--- src/rtl/axi_lite_master_ctrl_if.sv ---
// AXI4-Lite bus bundle used between axi_lite_master_ctrl (master) and its slave.
// Carries the five channels. Clock and reset stay outside the bundle.
interface axi_lite_master_ctrl_if #(
  parameter int ADDR_WIDTH = 32,
  parameter int DATA_WIDTH = 32
);
  logic [ADDR_WIDTH-1:0]   awaddr;
  logic                    awvalid;
  logic                    awready;
  logic [DATA_WIDTH-1:0]   wdata;
  logic [DATA_WIDTH/8-1:0] wstrb;
  logic                    wvalid;
  logic                    wready;
  logic [1:0]              bresp;
  logic                    bvalid;
  logic                    bready;
  logic [ADDR_WIDTH-1:0]   araddr;
  logic                    arvalid;
  logic                    arready;
  logic [DATA_WIDTH-1:0]   rdata;
  logic [1:0]              rresp;
  logic                    rvalid;
  logic                    rready;

  modport master (
    output awaddr, awvalid, wdata, wstrb, wvalid, bready, araddr, arvalid, rready,
    input  awready, wready, bresp, bvalid, arready, rdata, rresp, rvalid
  );

  modport slave (
    input  awaddr, awvalid, wdata, wstrb, wvalid, bready, araddr, arvalid, rready,
    output awready, wready, bresp, bvalid, arready, rdata, rresp, rvalid
  );
endinterface

--- src/rtl/axi_lite_master_ctrl.sv ---
// Single-outstanding AXI4-Lite master: turns start pulses into one read or write.
// Optional response watchdog enabled by defining AXI_LITE_MASTER_TIMEOUT_EN.
module axi_lite_master_ctrl #(
  parameter int ADDR_WIDTH     = 32,
  parameter int DATA_WIDTH     = 32,
  parameter int TIMEOUT_CYCLES = 256
) (
  input  logic                    clk,
  input  logic                    rst,
  input  logic                    master_start_read,
  input  logic                    master_start_write,
  input  logic [ADDR_WIDTH-1:0]   cmd_addr,
  input  logic [DATA_WIDTH-1:0]   cmd_wdata,
  input  logic [DATA_WIDTH/8-1:0] cmd_wstrb,
  output logic                    busy,
  output logic                    done,
  output logic [DATA_WIDTH-1:0]   rd_data,
  output logic [1:0]              resp,
  output logic                    timeout,
  axi_lite_master_ctrl_if.master  axi
);
  localparam int STRB_W = DATA_WIDTH / 8;

  typedef enum logic [2:0] {
    IDLE, WR_REQ, WR_RESP, RD_REQ, RD_RESP, DONE
  } state_t;

  state_t                  state_reg, state_next;
  logic                    awvalid_reg, awvalid_next;
  logic                    wvalid_reg, wvalid_next;
  logic                    arvalid_reg, arvalid_next;
  logic [ADDR_WIDTH-1:0]   addr_reg, addr_next;
  logic [DATA_WIDTH-1:0]   wdata_reg, wdata_next;
  logic [STRB_W-1:0]       wstrb_reg, wstrb_next;
  logic [DATA_WIDTH-1:0]   rd_data_reg, rd_data_next;
  logic [1:0]              resp_reg, resp_next;

`ifdef AXI_LITE_MASTER_TIMEOUT_EN
  localparam int CNT_W = $clog2(TIMEOUT_CYCLES + 1);
  logic [CNT_W-1:0] cnt_reg, cnt_next;
  logic             timeout_reg, timeout_next;
  logic             waiting;
`endif

  always_comb begin
    state_next   = state_reg;
    awvalid_next = awvalid_reg;
    wvalid_next  = wvalid_reg;
    arvalid_next = arvalid_reg;
    addr_next    = addr_reg;
    wdata_next   = wdata_reg;
    wstrb_next   = wstrb_reg;
    rd_data_next = rd_data_reg;
    resp_next    = resp_reg;
`ifdef AXI_LITE_MASTER_TIMEOUT_EN
    timeout_next = timeout_reg;
    cnt_next     = cnt_reg;
    waiting      = 1'b0;
`endif

    case (state_reg)
      IDLE: begin
        if (master_start_write || master_start_read) begin
          addr_next  = cmd_addr;
          wdata_next = cmd_wdata;
          wstrb_next = cmd_wstrb;
`ifdef AXI_LITE_MASTER_TIMEOUT_EN
          timeout_next = 1'b0;
          cnt_next     = '0;
`endif
          // Write has priority; a simultaneous read request is simply dropped.
          if (master_start_write) begin
            state_next   = WR_REQ;
            awvalid_next = 1'b1;
            wvalid_next  = 1'b1;
          end else begin
            state_next   = RD_REQ;
            arvalid_next = 1'b1;
          end
        end
      end
      WR_REQ: begin
        // A cleared valid in this state means that channel already handshook.
        if (awvalid_reg && axi.awready) awvalid_next = 1'b0;
        if (wvalid_reg && axi.wready)   wvalid_next  = 1'b0;
        if ((!awvalid_reg || axi.awready) && (!wvalid_reg || axi.wready))
          state_next = WR_RESP;
      end
      WR_RESP: begin
        if (axi.bvalid) begin
          resp_next  = axi.bresp;
          state_next = DONE;
        end
      end
      RD_REQ: begin
        if (axi.arready) begin
          arvalid_next = 1'b0;
          state_next   = RD_RESP;
        end
      end
      RD_RESP: begin
        if (axi.rvalid) begin
          resp_next    = axi.rresp;
          rd_data_next = axi.rdata;
          state_next   = DONE;
        end
      end
      DONE:    state_next = IDLE;
      default: state_next = IDLE;
    endcase

`ifdef AXI_LITE_MASTER_TIMEOUT_EN
    waiting = (state_reg == WR_REQ) || (state_reg == WR_RESP) ||
              (state_reg == RD_REQ) || (state_reg == RD_RESP);
    if (waiting) begin
      cnt_next = cnt_reg + 1'b1;
      // A response arriving on the final cycle still completes normally.
      if (cnt_reg == CNT_W'(TIMEOUT_CYCLES - 1) && state_next != DONE) begin
        state_next   = DONE;
        awvalid_next = 1'b0;
        wvalid_next  = 1'b0;
        arvalid_next = 1'b0;
        resp_next    = 2'b10;
        timeout_next = 1'b1;
      end
    end
`endif
  end

  always_ff @(posedge clk) begin
    if (rst) begin
      state_reg   <= IDLE;
      awvalid_reg <= 1'b0;
      wvalid_reg  <= 1'b0;
      arvalid_reg <= 1'b0;
      addr_reg    <= '0;
      wdata_reg   <= '0;
      wstrb_reg   <= '0;
      rd_data_reg <= '0;
      resp_reg    <= 2'b00;
`ifdef AXI_LITE_MASTER_TIMEOUT_EN
      cnt_reg     <= '0;
      timeout_reg <= 1'b0;
`endif
    end else begin
      state_reg   <= state_next;
      awvalid_reg <= awvalid_next;
      wvalid_reg  <= wvalid_next;
      arvalid_reg <= arvalid_next;
      addr_reg    <= addr_next;
      wdata_reg   <= wdata_next;
      wstrb_reg   <= wstrb_next;
      rd_data_reg <= rd_data_next;
      resp_reg    <= resp_next;
`ifdef AXI_LITE_MASTER_TIMEOUT_EN
      cnt_reg     <= cnt_next;
      timeout_reg <= timeout_next;
`endif
    end
  end

`ifdef AXI_LITE_MASTER_TIMEOUT_EN
  assign timeout = timeout_reg;
`else
  assign timeout = 1'b0;
`endif

  assign busy        = (state_reg != IDLE);
  assign done        = (state_reg == DONE);
  assign rd_data     = rd_data_reg;
  assign resp        = resp_reg;
  assign axi.awaddr  = addr_reg;
  assign axi.araddr  = addr_reg;
  assign axi.wdata   = wdata_reg;
  assign axi.wstrb   = wstrb_reg;
  assign axi.awvalid = awvalid_reg;
  assign axi.wvalid  = wvalid_reg;
  assign axi.arvalid = arvalid_reg;
  assign axi.bready  = (state_reg == WR_RESP);
  assign axi.rready  = (state_reg == RD_RESP);
endmodule

--- src/flat_wrapper.sv ---
// flat-port wrapper written by rule: the top's interface ports become plain ports
module axi_lite_master_ctrl_flat 
#(
  parameter int ADDR_WIDTH     = 32,
  parameter int DATA_WIDTH     = 32,
  parameter int TIMEOUT_CYCLES = 256
)
  (clk, rst, master_start_read, master_start_write, cmd_addr, cmd_wdata, cmd_wstrb, busy, done, rd_data, resp, timeout, axi_awaddr, axi_awvalid, axi_wdata, axi_wstrb, axi_wvalid, axi_bready, axi_araddr, axi_arvalid, axi_rready, axi_awready, axi_wready, axi_bresp, axi_bvalid, axi_arready, axi_rdata, axi_rresp, axi_rvalid);
  axi_lite_master_ctrl_if #(.ADDR_WIDTH(ADDR_WIDTH), .DATA_WIDTH(DATA_WIDTH)) axi_i ();
  input  logic clk;
  input  logic rst;
  input  logic master_start_read;
  input  logic master_start_write;
  input  logic [ADDR_WIDTH-1:0] cmd_addr;
  input  logic [DATA_WIDTH-1:0] cmd_wdata;
  input  logic [DATA_WIDTH/8-1:0] cmd_wstrb;
  output logic busy;
  output logic done;
  output logic [DATA_WIDTH-1:0] rd_data;
  output logic [1:0] resp;
  output logic timeout;
  output wire logic [$bits(axi_i.awaddr)-1:0] axi_awaddr;
  output wire logic [$bits(axi_i.awvalid)-1:0] axi_awvalid;
  output wire logic [$bits(axi_i.wdata)-1:0] axi_wdata;
  output wire logic [$bits(axi_i.wstrb)-1:0] axi_wstrb;
  output wire logic [$bits(axi_i.wvalid)-1:0] axi_wvalid;
  output wire logic [$bits(axi_i.bready)-1:0] axi_bready;
  output wire logic [$bits(axi_i.araddr)-1:0] axi_araddr;
  output wire logic [$bits(axi_i.arvalid)-1:0] axi_arvalid;
  output wire logic [$bits(axi_i.rready)-1:0] axi_rready;
  input wire logic [$bits(axi_i.awready)-1:0] axi_awready;
  input wire logic [$bits(axi_i.wready)-1:0] axi_wready;
  input wire logic [$bits(axi_i.bresp)-1:0] axi_bresp;
  input wire logic [$bits(axi_i.bvalid)-1:0] axi_bvalid;
  input wire logic [$bits(axi_i.arready)-1:0] axi_arready;
  input wire logic [$bits(axi_i.rdata)-1:0] axi_rdata;
  input wire logic [$bits(axi_i.rresp)-1:0] axi_rresp;
  input wire logic [$bits(axi_i.rvalid)-1:0] axi_rvalid;
  assign axi_awaddr = axi_i.awaddr;
  assign axi_awvalid = axi_i.awvalid;
  assign axi_wdata = axi_i.wdata;
  assign axi_wstrb = axi_i.wstrb;
  assign axi_wvalid = axi_i.wvalid;
  assign axi_bready = axi_i.bready;
  assign axi_araddr = axi_i.araddr;
  assign axi_arvalid = axi_i.arvalid;
  assign axi_rready = axi_i.rready;
  assign axi_i.awready = axi_awready;
  assign axi_i.wready = axi_wready;
  assign axi_i.bresp = axi_bresp;
  assign axi_i.bvalid = axi_bvalid;
  assign axi_i.arready = axi_arready;
  assign axi_i.rdata = axi_rdata;
  assign axi_i.rresp = axi_rresp;
  assign axi_i.rvalid = axi_rvalid;
  axi_lite_master_ctrl #(.ADDR_WIDTH(ADDR_WIDTH), .DATA_WIDTH(DATA_WIDTH), .TIMEOUT_CYCLES(TIMEOUT_CYCLES)) u_core (.clk(clk), .rst(rst), .master_start_read(master_start_read), .master_start_write(master_start_write), .cmd_addr(cmd_addr), .cmd_wdata(cmd_wdata), .cmd_wstrb(cmd_wstrb), .busy(busy), .done(done), .rd_data(rd_data), .resp(resp), .timeout(timeout), .axi(axi_i));
endmodule
--- config.mk ---
export PLATFORM = sky130hd
export DESIGN_NAME = axi_lite_master_ctrl_flat
export DESIGN_NICKNAME = d
export VERILOG_FILES = /design/src/rtl/axi_lite_master_ctrl_if.sv /design/src/rtl/axi_lite_master_ctrl.sv /design/src/flat_wrapper.sv
export SDC_FILE = /design/constraint.sdc
export NUM_CORES = 1
export LEC_CHECK = 0
export ABC_AREA = 1
export BUFFER_PORTS_ARGS = -buffer_cell sky130_fd_sc_hd__clkbuf_2
export CORE_ASPECT_RATIO = 1.5
export CORE_MARGIN = 1
export CORE_UTILIZATION = 44
export DETAILED_ROUTE_END_ITERATION = 6
export PLACE_DENSITY = 0.8
export SYNTH_ARGS = -nofsm -noshare
export SYNTH_HDL_FRONTEND = slang
export SYNTH_SLANG_ARGS = --single-unit
--- constraint.sdc ---
create_clock -name clk -period 1.4 [get_ports clk]
set_input_delay 0.35 -clock clk [delete_from_list [all_inputs] [get_ports clk]]
set_output_delay 0.35 -clock clk [all_outputs]
set_load 0.01 [all_outputs]
==> out/results.tsv, run 1 <==
stage	metric	value	unit
floorplanning	boundaryPins	255	
power	power	11910	uW
routing	met3_length	982	um
placement	dp_hpwl	9.069	mm
layout	register_area	2173	sq um
synthesis	syn_avg_cell_area	7.720	sq um
run	cap_violations	0	
critical_path	crit_type	register to primary output	
floorplanning	fp.coreArea	9689	sq um
layout	multi_input_area	1738	sq um
routing	wirelength	13.15	mm
layout	area_growth	40.73	%
global_route	antenna_found_initial	0	
clocking	cts_tree	yes	
clocking	clk_path_buf_depth	2	
layout	fin_util	64.02	%
power	pwr_density_cell	1919	nW/um^2
sta	clock.fmax	0.6738	GHz
clocking	cts_sinks	108	
routing	wl_met2	6.833	mm
layout	final_cell_mix	248 x clkbuf_2, 126 x nand2_1, 108 x nand3_1	
routing	drtIter0Drc	208	
floorplanning	start_util	45.49	%
floorplanning	die_area	10430	sq um
routing	wl_per_cell	14.31	um
global_route	grt_usage	23.90	%
power	seqPwrFrac	36.2	%
synthesis	syn_area	4408	sq um
synthesis	yosysWarnings	0	
clocking	cts_root_buf	clkbuf_16	
synthesis	syn_nets	684	
layout	drive_above_1_share	40.92	%
critical_path	crit_path_end_kind	primary output	
placement	port_buffers	253	
synthesis	yosysUniqueCellTypes	22	
power	p_int	7351	uW
layout	final_common_cell	clkbuf_2	
global_route	grt_pass1_vias	4503	
floorplanning	placementRows	44	
routing	viasPerCell	5.162	
power	leakage	0.002988	uW
power	p_switching	4556	uW
layout	fillers	847	
placement	placed_cell_area	5618	sq um
floorplanning	die_w	83.73	um
critical_path	critPathMaxFanout	4	
worst_hold_path	hold_path.class	input pin to register	
placement	gp_congestion	0.8655	
clocking	numCtsBuffers	9	
layout	antenna_cells	0	
sta	fin_crit	1484	ps
power	switching_share	38.26	%
sta	hold_viol	0	
sta	setup-violations-final	4	
global_route	grt_max_degree	53	
routing	top_layer	met4	
clocking	htreeDepth	3	
critical_path	cp_cell_sequence	nor2_4, nand2_2, inv_1, buf_2	
global_route	grt_first_pass_wirelength	20.40	mm
routing	drt-met1-wl	4.932	mm
layout	fin_nets	912	
critical_path	cp.arrival	1130	ps
run_status	violations	negative setup slack	
critical_path	cpPeakStageDelay	370	ps
routing	route.detailed.drc	0	
routing	ant_nets	0	
floorplanning	die_y	124.6	um
critical_path	required	1050	ps
run_status	status	complete, but fails checks	
sta	slew_violations	0	
synthesis	synth-seq-cells	108	
critical_path	cp_slowest_cell	dfxtp_4	
power	peakVddDrop	1.063	mV
routing	drt_pass1_iterations	4	
synthesis	syn-instance-count	571	
sta	rsz0062_at_grt	true	
clocking	clk_pin_slew_worst_paths	70	ps
critical_path	crit_path_start_kind	register	
clocking	ctsHoldBuffers	0	
layout	finish.instance_area	6203	sq um
sta	fin_crit_sh	106.0	%
power	pwr-share-clk	20.0	%
routing	vias	4744	
power	comb_power_share	43.8	%
placement	place_ws	-17.19	ps
sta	setup_tns	-288.1	ps
synthesis	seq_area_frac_synth	49.05	%
sta	skew	8.803	ps
clocking	insertion_delay	340	ps
global_route	gr-total-overflow	0	
sta	setup_slack	-84.06	ps
## power by group through the flow
stage                     Sequential (uW)  Clock (uW)  Combinational, uW
after floorplan                      4580           0               2650
after global placement               4290           0               4260
after detailed placement             4340           0               4370
after CTS                            4300        2450               4570
after global routing                 4400        2560               5680
final                                4310        2390               5210
## stage by stage
stage	instances	hold WS [ps]
floorplan	571	482.9
global placement	884	445.4
detailed placement	884	451.4
CTS	905	241.0
global route	919	251.4
finish	919	253.4
## timing repair
action,4_1_cts,5_1_grt
endpoints found under the setup margin,7,62
gates cloned,0,3
gates resized for setup,16,16
pin swaps,2,9
buffers inserted,5,11
## cells in the mapped netlist
cell type	number	area, sq um
a21oi_1	103	515.5
a31oi_1	2	12.51
buf_2	15	75.07
buf_4	40	300.3
buf_6	3	33.78
clkbuf_1	19	71.32
conb_1	1	3.750
dfxtp_1	108	2162
inv_1	13	48.80
inv_2	2	7.510
inv_4	1	6.260
nand2_1	128	480.5
nand2_2	3	18.77
nand2_4	2	22.52
nand3_1	108	540.5
nand4_1	2	12.51
nor2_1	15	56.30
nor2_2	1	6.260
nor2_4	1	11.26
nor3_1	1	5.000
o211ai_1	1	7.510
o21ai_0	2	10.01
## final cells by class
| class | instances | area share, % |
|---|---|---|
| tap | 115 | 2.319 |
| clock buffer | 9 | 3.630 |
| timing repair buffer | 294 | 28.88 |
| inverter | 16 | 1.170 |
| clock inverter | 7 | 0.9480 |
| multi-input combinational | 370 | 28.02 |
| sequential | 108 | 35.03 |
## critical path: cells and delay by family (launching register included)
kind | cells | cell delay, ps
flip-flops | 1 | 370
buffers and inverters | 2 | 180
AND/OR/NAND/NOR | 2 | 250
## layer usage
layer  GRT usage [%]  up-vias
met3           4.307       37
met5               0        -
met2           43.47      246
li1                -     2321
met4           11.86        0
met1           26.19     2140
## cell families (layout without fill, tap and decap cells)
kind of cell           Yosys count  after routing  share of synthesized area (%)
other                            1              1                        0.08507
AOI/OAI and AO/OA              108            108                          12.38
buffers and inverters           93            326                          12.32
DFF                            108            108                          49.05
and+or+nand+nor                261            261                          26.17
## final timing paths
check	to	depth (start not counted)	slack, ps	startpoint
max reg2reg	u_core.state_reg[0]	9	10	u_core.state_reg[2]
min	u_core.rd_data[26]	3	250	axi_rdata[26]
max	axi_bready	4	-80	u_core.state_reg[2]
min reg2reg	u_core.axi.wdata[28]	2	460	u_core.axi.wdata[28]
No activity file was read; power rests on OpenSTA's default activity.
==> inputs of run 2 (changes only) <==
--- a/config.mk
+++ b/config.mk
@@ -12,6 +12,7 @@
 export CORE_UTILIZATION = 44
 export DETAILED_ROUTE_END_ITERATION = 6
 export PLACE_DENSITY = 0.8
+export RECOVER_POWER = 50
 export SYNTH_ARGS = -nofsm -noshare
 export SYNTH_HDL_FRONTEND = slang
 export SYNTH_SLANG_ARGS = --single-unit
==> run 2 against run 1 <==
The run still ends with negative setup slack left. Sequential share of layout area up 0.86 points. Total power is 1.5% lower. Sequential power about the same. Die area did not move. Count of clock-buffer cells in the layout is the same. Sequential cell count unchanged. Critical endpoint unchanged.
==> out/results.tsv, run 2 (synthesis results as in run 1) <==
stage	metric	value	unit	change
layout	register_area	2173	sq um	unchanged
power	switching_share	38.98	%	+0.72 points
layout	fin_cells	919		unchanged
critical_path	crit_path_start_kind	register		
run_status	status	complete, but fails checks		
run_status	violations	negative setup slack		
clocking	cts_tree	yes		
routing	route.detailed.drc	0		unchanged
worst_hold_path	hold_path.class	input pin to register		
power	p_switching	4573	uW	+0.38%
routing	wirelength	13.22	mm	+0.48%
placement	gp_congestion	0.8655		unchanged
global_route	grt_first_pass_wirelength	20.40	mm	unchanged
placement	dp_hpwl	9.069	mm	unchanged
critical_path	critPathMaxFanout	4		unchanged
sta	fin_crit	1486	ps	+1.468 ps
global_route	grt_usage	23.90	%	unchanged
placement	placed_cell_area	5618	sq um	unchanged
global_route	gr-total-overflow	0		unchanged
floorplanning	die_area	10430	sq um	unchanged
layout	fillers	923		+9.0%
sta	setup_tns	-296.0	ps	-7.866 ps
clocking	cts_root_buf	clkbuf_16		
sta	rsz0062_at_grt	true		
placement	dp.cells	884		unchanged
sta	hold_viol	0		unchanged
critical_path	ff2ff_setup_slack	10	ps	about the same
floorplanning	die_w	83.73	um	unchanged
layout	fin_util	62.49	%	-1.5 points
power	comb_power_share	42.9	%	-0.9 points
routing	drtIter0Drc	197		-5.3%
critical_path	cp.arrival	1140	ps	about the same
critical_path	required	1050	ps	about the same
layout	fin_nets	912		unchanged
floorplanning	start_util	45.49	%	unchanged
placement	port_buffers	253		unchanged
sta	skew	9.075	ps	+0.2715 ps
clocking	clk_pin_slew_worst_paths	70	ps	about the same
sta	setup_slack	-85.53	ps	-1.468 ps
sta	clock.fmax	0.6732	GHz	about the same
floorplanning	die_y	124.6	um	unchanged
clocking	ctsHoldBuffers	0		unchanged
routing	drt_pass1_iterations	4		unchanged
sta	fin_crit_sh	106.1	%	about the same
layout	finish.instance_area	6055	sq um	-2.4%
clocking	htreeDepth	3		unchanged
floorplanning	boundaryPins	255		unchanged
clocking	numCtsBuffers	9		unchanged
power	pwr_density_cell	1938	nW/um^2	+0.95%
layout	final_cell_mix	129 x clkbuf_2, 126 x nand2_1, 119 x clkbuf_1		
clocking	insertion_delay	340	ps	about the same
sta	slew_violations	0		unchanged
placement	place_ws	-17.19	ps	unchanged
global_route	antenna_found_initial	0		unchanged
global_route	grt_max_degree	53		unchanged
layout	drive_above_1_share	26.12	%	-15 points
power	seqPwrFrac	36.7	%	+0.5 points
global_route	grt_pass1_vias	4503		unchanged
critical_path	crit_path_end_kind	primary output		
power	p_int	7158	uW	-2.6%
routing	vias	4744		unchanged
routing	viasPerCell	5.162		unchanged
routing	ant_nets	0		unchanged
layout	antenna_cells	0		unchanged
clocking	cts_sinks	108		unchanged
power	pwr-share-clk	20.4	%	+0.4 points
critical_path	cpPeakStageDelay	370	ps	about the same
floorplanning	placementRows	44		unchanged
sta	setup-violations-final	4		unchanged
run	cap_violations	0		unchanged
layout	area_growth	37.35	%	
routing	wl_per_cell	14.38	um	+0.48%
power	peakVddDrop	1.048	mV	-1.3%
floorplanning	fp.coreArea	9689	sq um	unchanged
critical_path	cp_cell_sequence	nor2_4, nand2_2, inv_1, buf_2		
critical_path	cp_slowest_cell	dfxtp_4		
power	leakage	0.002586	uW	-13%
clocking	clk_path_buf_depth	2		unchanged
layout	final_common_cell	clkbuf_2		
layout	multi_input_area	1738	sq um	unchanged
critical_path	crit_type	register to primary output		
[run 2: cell types whose count changed in the layout (fill, tap and decap cells not counted)]
| cell | delta |
|---|---|
| clkbuf_1 | +119 |
| clkbuf_2 | -119 |
[run 2: cell type report]
| class | count | area share (%) |
|---|---|---|
| clock buffers | 9 | 3.720 |
| clock inverters | 7 | 0.9713 |
| inverters | 16 | 1.199 |
| multi-input cells | 370 | 28.70 |
| flip-flops and latches | 108 | 35.90 |
| well taps | 115 | 2.377 |
| repair buffers | 294 | 27.13 |
[run 2: per-stage QoR]
step / hold WS [ps] / power [uW]
floorplan: 482.9 / 7238
global placement: 445.4 / 8551
detailed placement: 451.4 / 8706
CTS: 241.0 / 11320
global route: 251.4 / 12440
finish: 252.7 / 11730
[run 2: path summary, 6_finish.rpt]
kind | start | to | cells after the start
worst min-delay path | axi_rdata[26] | u_core.rd_data[26] | 3
worst max-delay path | u_core.state_reg[2] | axi_bready | 4
worst min register to register | u_core.axi.wdata[28] | u_core.axi.wdata[28] | 2
worst max register to register | u_core.state_reg[2] | u_core.state_reg[0] | 9
[run 2: timing repair]
action,4_1_cts,5_1_grt
buffers inserted,5,11
endpoints found under the hold margin,0,0
resized for setup,16,16
pin swaps,2,9
setup endpoints to repair,7,62
gates cloned,0,3
[run 2: worst max-delay path: cells and delay by family (launching register included)]
kind / cells / cell delay, ps
AND/OR/NAND/NOR: 2 / 250
buffers and inverters: 2 / 180
flip-flops: 1 / 370
[run 2: power by group through the flow]
stage,logic (uW),registers (uW),clock network (uW)
after floorplan,2650,4580,0
after global placement,4260,4290,0
after detailed placement,4370,4340,0
after CTS,4570,4300,2450
after global routing,5490,4390,2560
final,5030,4310,2390
[run 2: layer usage]
| layer | global-route usage (%) | up-vias | wire length (um) |
|---|---|---|---|
| met4 | 11.86 | 0 | 376 |
| li1 | - | 2315 | - |
| met2 | 43.47 | 246 | 6804 |
| met5 | 0 | - | 0 |
| met3 | 4.307 | 35 | 998 |
| met1 | 26.19 | 2148 | 5035 |
==> inputs of run 3 (changes only) <==
--- a/config.mk
+++ b/config.mk
@@ -13,6 +13,7 @@
 export DETAILED_ROUTE_END_ITERATION = 6
 export PLACE_DENSITY = 0.8
 export RECOVER_POWER = 50
+export SETUP_SLACK_MARGIN = 0.02
 export SYNTH_ARGS = -nofsm -noshare
 export SYNTH_HDL_FRONTEND = slang
 export SYNTH_SLANG_ARGS = --single-unit
==> run 3 against run 2 <==
The flow still finishes with violations (negative setup slack). Global-route usage is 0.43 points higher. Utilization up 2.5 points. Sequential power barely moved. Fmax is 0.20% higher. Critical endpoint unchanged. Final cell count is 1.1% higher. First-iteration DRC count up 9.6%. Clock power about the same. Cell area is 4.0% higher.
==> out/results.tsv, run 3 (synthesis results as in run 1) <==
stage	metric	value	unit	change
routing	wl_met2	7.420	mm	+9.1%
placement	place_ws	-17.19	ps	unchanged
critical_path	cp_slowest_cell	dfxtp_4		
sta	rsz0062_at_grt	true		
sta	fin_crit_sh	105.9	%	-0.21 points
critical_path	crit_family	flip-flops		
global_route	grt_first_pass_wirelength	20.72	mm	+1.6%
sta	hold_ws	253.4	ps	+0.6900 ps
clocking	cts_root_buf	clkbuf_16		
layout	drive_above_1_share	28.87	%	+2.8 points
routing	drt-met1-wl	5.376	mm	+6.8%
clocking	clk_path_buf_depth	2		unchanged
run	cap_violations	0		unchanged
critical_path	cp_cell_sequence	nor2_4, nand2_2, inv_1, buf_2		
placement	gp_congestion	0.8655		unchanged
floorplanning	placementRows	44		unchanged
sta	skew	11.30	ps	+2.225 ps
routing	ant_nets	0		unchanged
layout	fin_cells	929		+1.1%
critical_path	cp.arrival	1130	ps	about the same
global_route	antenna_found_initial	0		unchanged
critical_path	worst-path-buf-inv	2		unchanged
floorplanning	fp.coreArea	9689	sq um	unchanged
global_route	grt_usage	24.33	%	+0.43 points
power	pwr_density_cell	1984	nW/um^2	+2.4%
global_route	grt_max_degree	51		-3.8%
routing	route.detailed.drc	0		unchanged
critical_path	cpPeakStageDelay	370	ps	about the same
layout	fillers	891		-3.5%
clocking	numCtsBuffers	9		unchanged
placement	dp_hpwl	9.069	mm	unchanged
global_route	grt_pass1_vias	4519		+0.36%
clocking	clk_pin_slew_worst_paths	80	ps	about the same
clocking	insertion_delay	340	ps	about the same
routing	top_layer	met4		
run_status	violations	negative setup slack		
routing	wirelength	14.15	mm	+7.0%
layout	final_common_cell	clkbuf_2		
layout	fin_util	64.99	%	+2.5 points
routing	drtIter0Drc	216		+9.6%
critical_path	crit_type	register to primary output		
worst_hold_path	hold_path.class	input pin to register		
power	leakage	0.002703	uW	+4.5%
critical_path	required	1050	ps	about the same
floorplanning	die_area	10430	sq um	unchanged
sta	setup-violations-final	4		unchanged
critical_path	crit_path_start_kind	register		
sta	setup_slack	-82.54	ps	+2.991 ps
layout	area_growth	42.86	%	
floorplanning	die_y	124.6	um	unchanged
sta	clock.fmax	0.6745	GHz	+0.20%
sta	fin_crit	1483	ps	-2.991 ps
power	peakVddDrop	1.212	mV	+16%
clocking	ctsHoldBuffers	0		unchanged
clocking	cts_sinks	108		unchanged
floorplanning	start_util	45.49	%	unchanged
run_status	status	complete, but fails checks		
layout	final_cell_mix	133 x clkbuf_2, 126 x nand2_1, 115 x clkbuf_1		
critical_path	crit_path_end_kind	primary output		
global_route	gr-total-overflow	0		unchanged
clocking	htreeDepth	3		unchanged
routing	wl_per_cell	15.23	um	+5.9%
placement	port_buffers	253		unchanged
sta	hold_viol	0		unchanged
routing	vias	4813		+1.5%
layout	antenna_cells	0		unchanged
clocking	cts_tree	yes		
floorplanning	boundaryPins	255		unchanged
routing	met3_length	994	um	-0.40%
critical_path	critPathMaxFanout	4		unchanged
floorplanning	die_w	83.73	um	unchanged
placement	dp.cells	884		unchanged
routing	drt_pass1_iterations	5		+1
routing	viasPerCell	5.181		+0.36%
sta	slew_violations	0		unchanged
layout	fin_nets	922		+1.1%
[run 3: cell count changes in the layout (fill, tap and decap cells not counted), sizes merged]
cell    before  now
clkbuf     260  263
inv         18   17
clkinv       4    5
nand2      133  134
buf         43   49
[run 3: worst min-delay path, cell delays in order]
cell	delay [ps]
clkbuf_2	80
nand3_1	70
a21oi_1	60
[run 3: timing repair]
action | in CTS | in global routing
gates cloned | 1 | 9
setup buffers | 5 | 14
gates resized for setup | 19 | 28
endpoints found under the setup margin | 14 | 67
pin swaps | 2 | 10
[run 3: worst paths after layout]
kind / end / cells past startpoint / slack, ps / from
worst max-delay path: axi_bready / 4 / -80 / u_core.state_reg[2]
worst min-delay path: u_core.axi.araddr[12] / 3 / 250 / cmd_addr[12]
worst max register to register: u_core.state_reg[0] / 9 / 10 / u_core.state_reg[2]
worst min register to register: u_core.axi.wdata[28] / 2 / 460 / u_core.axi.wdata[28]
[run 3: layout make-up]
type | count | area [sq um] | share of cell area, %
Clock inverter | 7 | 58.81 | 0.9338
Inverter | 16 | 77.57 | 1.232
Tap cell | 115 | 143.9 | 2.285
Sequential cell | 108 | 2173 | 34.51
Timing Repair Buffer | 303 | 1821 | 28.91
Clock buffer | 9 | 225.2 | 3.576
Multi-Input combinational cell | 371 | 1798 | 28.55
[run 3: power by group]
group,internal (uW),switching (uW)
sequential,3800,503
combinational,2600,3190
clock,1230,1170
[run 3: layer usage]
metal,up-vias,global-route usage (%)
met5,-,0
li1,2341,-
met1,2208,26.69
met2,234,44.38
met4,0,11.76
met3,30,4.374
[run 3: through the flow]
step / total power (uW) / setup TNS, ps / instance area [sq um]
finish: 12490 / -288.0 / 6297
global route: 13200 / -751.7 / 6297
CTS: 11520 / -402.4 / 6037
detailed placement: 8706 / -40.23 / 5618
global placement: 8551 / 0 / 5618
floorplan: 7238 / 0 / 4408
